==> src/rtl/serial_adder_ctrl_if.sv <==
// Handshake/result bundle for serial_adder_ctrl.
// With SERIAL_ADDER_SUB_EN defined the bundle also carries the sub request.
interface serial_adder_ctrl_if #(
    parameter int unsigned WIDTH = 8
);
    logic             start;
    logic [WIDTH-1:0] a;
    logic [WIDTH-1:0] b;
    logic             cin;
`ifdef SERIAL_ADDER_SUB_EN
    logic             sub;
`endif
    logic             busy;
    logic             done;
    logic [WIDTH-1:0] sum;
    logic             cout;
    logic             ovf;

`ifdef SERIAL_ADDER_SUB_EN
    modport master (output start, a, b, cin, sub, input busy, done, sum, cout, ovf);
    modport slave  (input start, a, b, cin, sub, output busy, done, sum, cout, ovf);
`else
    modport master (output start, a, b, cin, input busy, done, sum, cout, ovf);
    modport slave  (input start, a, b, cin, output busy, done, sum, cout, ovf);
`endif
endinterface

==> src/rtl/serial_adder_ctrl.sv <==
// Bit-serial adder controller: one full-adder slice sequenced LSB-first over WIDTH bits.
// Optional subtract mode is enabled by defining SERIAL_ADDER_SUB_EN.
module serial_adder_ctrl #(
    parameter int unsigned WIDTH = 8
) (
    input logic              clk,
    input logic              rst,
    serial_adder_ctrl_if.slave bus_io
);
    localparam int unsigned CntW    = (WIDTH > 1) ? $clog2(WIDTH) : 1;
    localparam logic [CntW-1:0] LastCnt = CntW'(WIDTH - 1);

    // Encoding chosen so busy and done come straight off state flops.
    localparam logic [1:0] StIdle = 2'b00;
    localparam logic [1:0] StRun  = 2'b01;
    localparam logic [1:0] StDone = 2'b10;

    logic [1:0]       state_q, state_d;
    logic [WIDTH-1:0] a_q, a_d;
    logic [WIDTH-1:0] b_q, b_d;
    logic [WIDTH-1:0] sum_q, sum_d;
    logic             carry_q, carry_d;
    logic [CntW-1:0]  cnt_q, cnt_d;
    logic             cout_q, cout_d;
    logic             ovf_q, ovf_d;

    logic             s_bit;
    logic             c_bit;
    logic [WIDTH-1:0] load_b;
    logic             load_carry;

`ifdef SERIAL_ADDER_SUB_EN
    // a - b is a + ~b + 1; cin is ignored when subtracting.
    assign load_b     = bus_io.sub ? ~bus_io.b : bus_io.b;
    assign load_carry = bus_io.sub ? 1'b1 : bus_io.cin;
`else
    assign load_b     = bus_io.b;
    assign load_carry = bus_io.cin;
`endif

    assign s_bit = a_q[0] ^ b_q[0] ^ carry_q;
    assign c_bit = (a_q[0] & b_q[0]) | (carry_q & (a_q[0] | b_q[0]));

    always_comb begin
        state_d = state_q;
        a_d     = a_q;
        b_d     = b_q;
        sum_d   = sum_q;
        carry_d = carry_q;
        cnt_d   = cnt_q;
        cout_d  = cout_q;
        ovf_d   = ovf_q;
        case (state_q)
            StIdle: begin
                if (bus_io.start) begin
                    a_d     = bus_io.a;
                    b_d     = load_b;
                    carry_d = load_carry;
                    cnt_d   = '0;
                    state_d = StRun;
                end
            end
            StRun: begin
                sum_d   = {s_bit, sum_q[WIDTH-1:1]};
                a_d     = a_q >> 1;
                b_d     = b_q >> 1;
                carry_d = c_bit;
                cnt_d   = cnt_q + CntW'(1);
                if (cnt_q == LastCnt) begin
                    // carry_q is the carry into the MSB on this final bit.
                    cout_d  = c_bit;
                    ovf_d   = carry_q ^ c_bit;
                    state_d = StDone;
                end
            end
            StDone:  state_d = StIdle;
            default: state_d = StIdle;
        endcase
    end

    always_ff @(posedge clk) begin
        if (rst) begin
            state_q <= StIdle;
            a_q     <= '0;
            b_q     <= '0;
            sum_q   <= '0;
            carry_q <= 1'b0;
            cnt_q   <= '0;
            cout_q  <= 1'b0;
            ovf_q   <= 1'b0;
        end else begin
            state_q <= state_d;
            a_q     <= a_d;
            b_q     <= b_d;
            sum_q   <= sum_d;
            carry_q <= carry_d;
            cnt_q   <= cnt_d;
            cout_q  <= cout_d;
            ovf_q   <= ovf_d;
        end
    end

    assign bus_io.busy = state_q[0];
    assign bus_io.done = state_q[1];
    assign bus_io.sum  = sum_q;
    assign bus_io.cout = cout_q;
    assign bus_io.ovf  = ovf_q;
endmodule

==> src/flat_wrapper.sv <==
// flat-port wrapper written by rule: the top's interface ports become plain ports
module serial_adder_ctrl_flat 
#(
    parameter int unsigned WIDTH = 8
)
  (clk, rst, bus_io_start, bus_io_a, bus_io_b, bus_io_cin, bus_io_busy, bus_io_done, bus_io_sum, bus_io_cout, bus_io_ovf);
  serial_adder_ctrl_if #(.WIDTH(WIDTH)) bus_io_i ();
  input logic clk;
  input logic rst;
  input wire logic [$bits(bus_io_i.start)-1:0] bus_io_start;
  input wire logic [$bits(bus_io_i.a)-1:0] bus_io_a;
  input wire logic [$bits(bus_io_i.b)-1:0] bus_io_b;
  input wire logic [$bits(bus_io_i.cin)-1:0] bus_io_cin;
  output wire logic [$bits(bus_io_i.busy)-1:0] bus_io_busy;
  output wire logic [$bits(bus_io_i.done)-1:0] bus_io_done;
  output wire logic [$bits(bus_io_i.sum)-1:0] bus_io_sum;
  output wire logic [$bits(bus_io_i.cout)-1:0] bus_io_cout;
  output wire logic [$bits(bus_io_i.ovf)-1:0] bus_io_ovf;
  assign bus_io_i.start = bus_io_start;
  assign bus_io_i.a = bus_io_a;
  assign bus_io_i.b = bus_io_b;
  assign bus_io_i.cin = bus_io_cin;
  assign bus_io_busy = bus_io_i.busy;
  assign bus_io_done = bus_io_i.done;
  assign bus_io_sum = bus_io_i.sum;
  assign bus_io_cout = bus_io_i.cout;
  assign bus_io_ovf = bus_io_i.ovf;
  serial_adder_ctrl #(.WIDTH(WIDTH)) u_core (.clk(clk), .rst(rst), .bus_io(bus_io_i));
endmodule
==> config.mk <==
export PLATFORM = sky130hd
export DESIGN_NAME = serial_adder_ctrl_flat
export DESIGN_NICKNAME = d
export VERILOG_FILES = /design/src/rtl/serial_adder_ctrl_if.sv /design/src/rtl/serial_adder_ctrl.sv /design/src/flat_wrapper.sv
export SDC_FILE = /design/constraint.sdc
export NUM_CORES = 1
export LEC_CHECK = 0
export CORE_ASPECT_RATIO = 1.75
export CORE_MARGIN = 10
export CORE_UTILIZATION = 44
export CTS_CLUSTER_SIZE = 20
export DETAILED_ROUTE_END_ITERATION = 8
export PLACE_DENSITY = 0.74
export SYNTH_ARGS = -nofsm -noshare
export SYNTH_HDL_FRONTEND = slang
export SYNTH_SLANG_ARGS = --single-unit
==> constraint.sdc <==
create_clock -name clk -period 1.3 [get_ports clk]
set_input_delay 0.26 -clock clk [delete_from_list [all_inputs] [get_ports clk]]
set_output_delay 0.26 -clock clk [all_outputs]
set_load 0.005 [all_outputs]
---- Yosys cells after proc, flatten, opt, wreduce, memory -nomap -nowiden ----
Index checks and enable logic that the tools add are counted.
cells by class
  add/subtract/negate cells ............... 1
  $mul .................................... 0
  div/mod/pow operators ................... 0
  $lt $le $gt $ge ......................... 0
  equality and inequality tests ........... 4
  shift-type cells ........................ 0
  mux-type cells .......................... 11
  bitwise gates (word level) .............. 7
  reductions and logical operators ........ 5
operators with widths
  operator               count
  $pmux W8 S2            2
  $mux W8                2
  $pmux W3 S2            1
  $reduce_and A2 Y1      3
  $mux W2                2
  $pmux W2 S2            1
  $add A3 B1 Y3 const B  1
  $eq A3 B3 Y1 const B   1
  $mux W3                1
  $xor A1 B1 Y1          3
  $and A1 B1 Y1          2
  $eq A2 B1 Y1 const B   1
  $logic_not A2 Y1       1
  $ne A2 B1 Y1 const B   1
  $ne A2 B2 Y1 const B   1
  $or A1 B1 Y1           2
  $pmux W1 S2            1
  $reduce_bool A2 Y1     1
  $mux W1                1
storage, ports and cells
  register bits after elaboration ......... 32
  latch bits .............................. 0
  bits in writable memories ............... 0
  ROM bits ................................ 0
  bits of input ports ..................... 20
  word-level logic and storage cells ...... 36
  memories kept ........................... 0

---- Depth between registers and ports, before layout ----
  word-level depth ........................ 4
  mapped depth ............................ 5

---- Least setup slack after synthesis ----
Ideal clock, no wire load.
  path type ............................... reg2reg
  from .................................... reg u_core.carry_q
  to ...................................... reg u_core.carry_q
  arrival ................................. 1092 ps
  required time ........................... 1169 ps
  setup slack ............................. 77 ps
  cell stages (with the launch flop) ...... 4
  buffers on the path ..................... 0
  period minus slack after synthesis ...... 1223 ps
  path through ............................ dfxtp_1 -> fa_1 -> nor3b_1 -> nor4_2
on the way
  word-level cells in the longest chain between the ends .. 3
ends and longest elaborated chain
  item                    RTL line                 RTL
  from (decl)             serial_adder_ctrl.sv:22  logic carry_q, carry_d;
  from (signal assigned)  serial_adder_ctrl.sv:96  carry_q <= carry_d;
  $and A1 B1 Y1           serial_adder_ctrl.sv:42  assign c_bit = (a_q[0] & b_q[0]) | (carry_q & (a_q[0] | b_q[0]));
  $or A1 B1 Y1            serial_adder_ctrl.sv:42
  named net u_core.c_bit  serial_adder_ctrl.sv:28  logic c_bit;
  $pmux W1 S2             serial_adder_ctrl.sv:53  case (state_q)
The timed path passes the listed nets, and every way through them passes these cells.
A chain may end at the register's enable or synchronous reset.

---- Worst setup path in the final report ----
  from .................................... reg u_core.cnt_q[0]
  to ...................................... reg u_core.cout_q (netlist: u_core.bus_io.cout)
on the way
  word-level cells in the longest chain between the ends .. 2
ends and longest elaborated chain
  item                         RTL line                 RTL
  from (decl)                  serial_adder_ctrl.sv:23  logic [CntW-1:0] cnt_q, cnt_d;
  from (signal assigned)       serial_adder_ctrl.sv:97  cnt_q <= cnt_d;
  $eq A3 B3 Y1                 serial_adder_ctrl.sv:69  if (cnt_q == LastCnt) begin
  $reduce_and A2 Y1 (no line)  n/a
  to (signal assigned)         serial_adder_ctrl.sv:98  cout_q <= cout_d;
  to (decl)                    serial_adder_ctrl.sv:24  logic cout_q, cout_d;
No other way between the ends.

==> flow_metrics.env <==
export IMPL_outcome="finished, final reports clean"
export IMPL_tritoncts="built"
export IMPL_maxCapViolations=0
export IMPL_fin_util_pct=60.68
export IMPL_dieArea_um2=6109
export IMPL_drt_iter0_markers=23
export IMPL_grtUsageTotal_pct=11.22
export IMPL_yosysUniqueCellTypes=28
export IMPL_viasPerCell=5.075
export IMPL_grt_pass1_wl_um=5485
export IMPL_fin_total_pwr_mw=2.183
export IMPL_routedWlPerCell_um=14.07
export IMPL_syn_area_um2=1459
export IMPL_slew_viol_final=0
export IMPL_yosysWarnings=0
export IMPL_antenna_found_initial=0
export IMPL_core_region_area_um2=3176
export IMPL_dp_cells=220
export IMPL_fin_crit_ps=1219
export IMPL_start_util_pct=45.94
export IMPL_required_ps=1510
export IMPL_ir_worst_vdd_v=0.001014
export IMPL_cts_inserted_buffers=5
export IMPL_first_pass_iters=4
export IMPL_setup_viol=0
export IMPL_synth_edff_count=0
export IMPL_hold_path_cell_count=2
export IMPL_stdcell_count=228
export IMPL_area_delta_synth_final_pct=32.08
export IMPL_cts_clk_slew_worst_paths_ps=60
export IMPL_gp_congestion=0.7547
export IMPL_grt_start_max_net_pins=25
export IMPL_cp_max_fo=4
export IMPL_cts_root_buf="clkbuf_8"
export IMPL_antennaDiodeCount=0
export IMPL_die_y_um=96.17
export IMPL_ff2ff_setup_slack_ps=80
export IMPL_synth_main_ff_cell="dfxtp_1"
export IMPL_crit_arrival_ps=1430
export IMPL_r2r_cells=5
export IMPL_hold_path_class="reg -> reg"
export IMPL_dp_hpwl_um=2490
export IMPL_syn_nets=169
export IMPL_syn_inst=146
export IMPL_hold_end="u_core.bus_io.sum[0]$_SDFFE_PP0P_"
export IMPL_clock_path_buffers=2
export IMPL_startpoint_type="register"
export IMPL_ant_nets=0
export IMPL_drive_gt1_share_pct=21.62
export IMPL_ys_async_sr_fraction_pct=0
export IMPL_slew_headroom_pct=78.63
export IMPL_final_net_count=207
export IMPL_clk_latency_ps=280
export IMPL_yosysSeqAreaShare_pct=43.91
export IMPL_drc=0
export IMPL_fin_crit_sh_pct=93.78
export IMPL_fmax_mhz=820.2
export IMPL_cts_max_level=2
export IMPL_grt_pass1_vias=1254
export IMPL_reg2reg_from="u_core.cnt_q[0]$_SDFFE_PP0P_"
export IMPL_min_from="u_core.bus_io.sum[0]$_SDFFE_PP0P_"
export IMPL_ios=32
export IMPL_critPathCaptureType="register"
export IMPL_worst_slew_pin_slew_ps=316.1
export IMPL_power_density_nw_per_um2=1133
export IMPL_clock_sinks=32
export IMPL_avgSynthCellArea_um2=9.992
export IMPL_vias=1157
export IMPL_grt_overflow_total=0
export IMPL_finalClockSkew_ps=3.540
export IMPL_die_x_um=63.53
export IMPL_synth_seq_cells=32
export IMPL_hold_violations=0
export IMPL_timing_rr_end="u_core.bus_io.cout$_SDFFE_PP0P_"
export IMPL_worstSetupPathType="reg -> reg"
export IMPL_drt_wl_total_um=3207
export IMPL_p_leak_nw=0.7820
export IMPL_io_buffers=31
export IMPL_rows=27
## area by class of cell
| cell class | instances | area [um2] |
|---|---|---|
| tap | 43 | 53.80 |
| timing repair buffer | 43 | 397.9 |
| multi-input combinational | 101 | 738.2 |
| sequential | 32 | 643.1 |
| fill | 302 | 1249 |
| inverter | 1 | 3.754 |
| clock buffer | 8 | 90.09 |
## through the flow
stage / TNS, ps / cell area (um2) / hold WS, ps / worst slack, ps
3_5_place_dp: -1708 / 1842 / 452.5 / -164.3
5_1_grt: -24.10 / 1927 / 484.0 / -24.10
4_1_cts: 0 / 1919 / 458.6 / 30.15
6_report: 0 / 1927 / 450.7 / 80.80
2_1_floorplan: 0 / 1459 / 324.6 / 77.42
3_3_place_gp: -1409 / 1842 / 446.4 / -100.3
## how the worst max path moves through the flow
stage,startpoint,end,slack [ps],cells past startpoint
after global routing,u_core.cnt_q[0]$_SDFFE_PP0P_,u_core.bus_io.cout$_SDFFE_PP0P_,-20,5
after detailed placement,bus_io_start,u_core.a_q[3]$_SDFFE_PP0P_,-160,5
after global placement,bus_io_start,u_core.a_q[3]$_SDFFE_PP0P_,-100,5
after floorplan,u_core.carry_q$_SDFFE_PP0P_,u_core.carry_q$_SDFFE_PP0P_,80,3
final,u_core.cnt_q[0]$_SDFFE_PP0P_,u_core.bus_io.cout$_SDFFE_PP0P_,80,5
after CTS,u_core.carry_q$_SDFFE_PP0P_,u_core.bus_io.ovf$_SDFFE_PP0P_,30,4
## synth_stat cells (2+ instances only)
cell / count / area (um2)
a21oi_1: 12 / 60.06
dfxtp_1: 32 / 640.6
buf_4: 4 / 30.03
nor2_1: 20 / 75.07
a211oi_2: 15 / 187.7
nand4bb_1: 2 / 22.52
o21ai_0: 2 / 10.01
a22oi_1: 2 / 15.01
buf_6: 3 / 33.78
nand2_1: 18 / 67.56
ha_1: 2 / 25.02
mux2i_1: 15 / 150.1
nand3_1: 2 / 10.01
clkbuf_1: 3 / 11.26
## sequential cells by signal, summed over array words and instances (netlist names)
signal / cells
u_core.bus_io.cout: 1
u_core.b_q: 8
u_core.carry_q: 1
u_core.bus_io.sum: 8
u_core.cnt_q: 3
u_core.a_q: 8
u_core.bus_io.ovf: 1
u_core.state_q: 2
## critical path, stage by stage (launching register included)
cell and delay [ps]:
dfxtp_1 340, ha_1 210, ha_1 230, nand3b_1 150, nand2_1 80, a21oi_1 140
## per-layer routing
| metal | vias up | global-route usage (%) | part of all wire [%] |
|---|---|---|---|
| li1 | 586 | - | - |
| met1 | 535 | 9.350 | 36 |
| met2 | 32 | 21.13 | 55 |
| met3 | 4 | 6.279 | 8.3 |
| met4 | 0 | 4.945 | 0.59 |
| met5 | - | 0 | 0 |
## what timing repair did
| action | 4_1_cts | 5_1_grt |
|---|---|---|
| buffers inserted | 0 | 0 |
| setup endpoints to repair | 12 | 2 |
| gates resized for setup | 14 | 2 |
| hold buffers | 0 | 0 |
## cells in the final DEF (no fill, tap or decap)
| cell type | count |
|---|---|
| clkbuf_1 | 2 |
| nand4bb_1 | 2 |
| clkbuf_8 | 6 |
| a211oi_2 | 15 |
| o21ba_2 | 1 |
| xor2_1 | 1 |
| inv_1 | 1 |
| nand2_1 | 18 |
| nor3_1 | 1 |
| nor4b_1 | 1 |
| buf_12 | 1 |
| nor2b_4 | 1 |
| clkdlybuf4s50_1 | 19 |
| dfxtp_1 | 30 |
| o21ai_0 | 2 |
| nand3_1 | 2 |
| fa_2 | 1 |
| nor3b_2 | 1 |
| a22oi_1 | 2 |
| nor4_2 | 1 |
| nor2_1 | 20 |
| dfxtp_2 | 2 |
| o21bai_1 | 1 |
| a21oi_1 | 12 |
| mux2i_1 | 15 |
| ha_1 | 2 |
| nand3b_1 | 1 |
| dlygate4sd2_1 | 12 |
| buf_4 | 11 |
| nand2b_1 | 1 |
## where the power goes
part / switching, mW / total, mW / internal, mW / leakage [nW]
Sequential: 0.0356 / 1.07 / 1.04 / 0.263
Combinational: 0.159 / 0.343 / 0.184 / 0.473
Clock: 0.336 / 0.767 / 0.431 / 0.0455
## kinds of logic (layout without fill, tap and decap cells)
| logic type | count (synthesis) | count (layout) | synth area share (%) |
|---|---|---|---|
| and+or+nand+nor | 49 | 49 | 16.21 |
| AOI/OAI and AO/OA | 33 | 33 | 19.90 |
| DFF | 32 | 32 | 43.91 |
| muxes | 15 | 15 | 10.29 |
| buffers and inverters | 13 | 52 | 6.002 |
| adders and majority gates | 3 | 3 | 3.087 |
| xor gates and xnor gates | 1 | 1 | 0.6005 |
(Power assumes the default switching activity.)
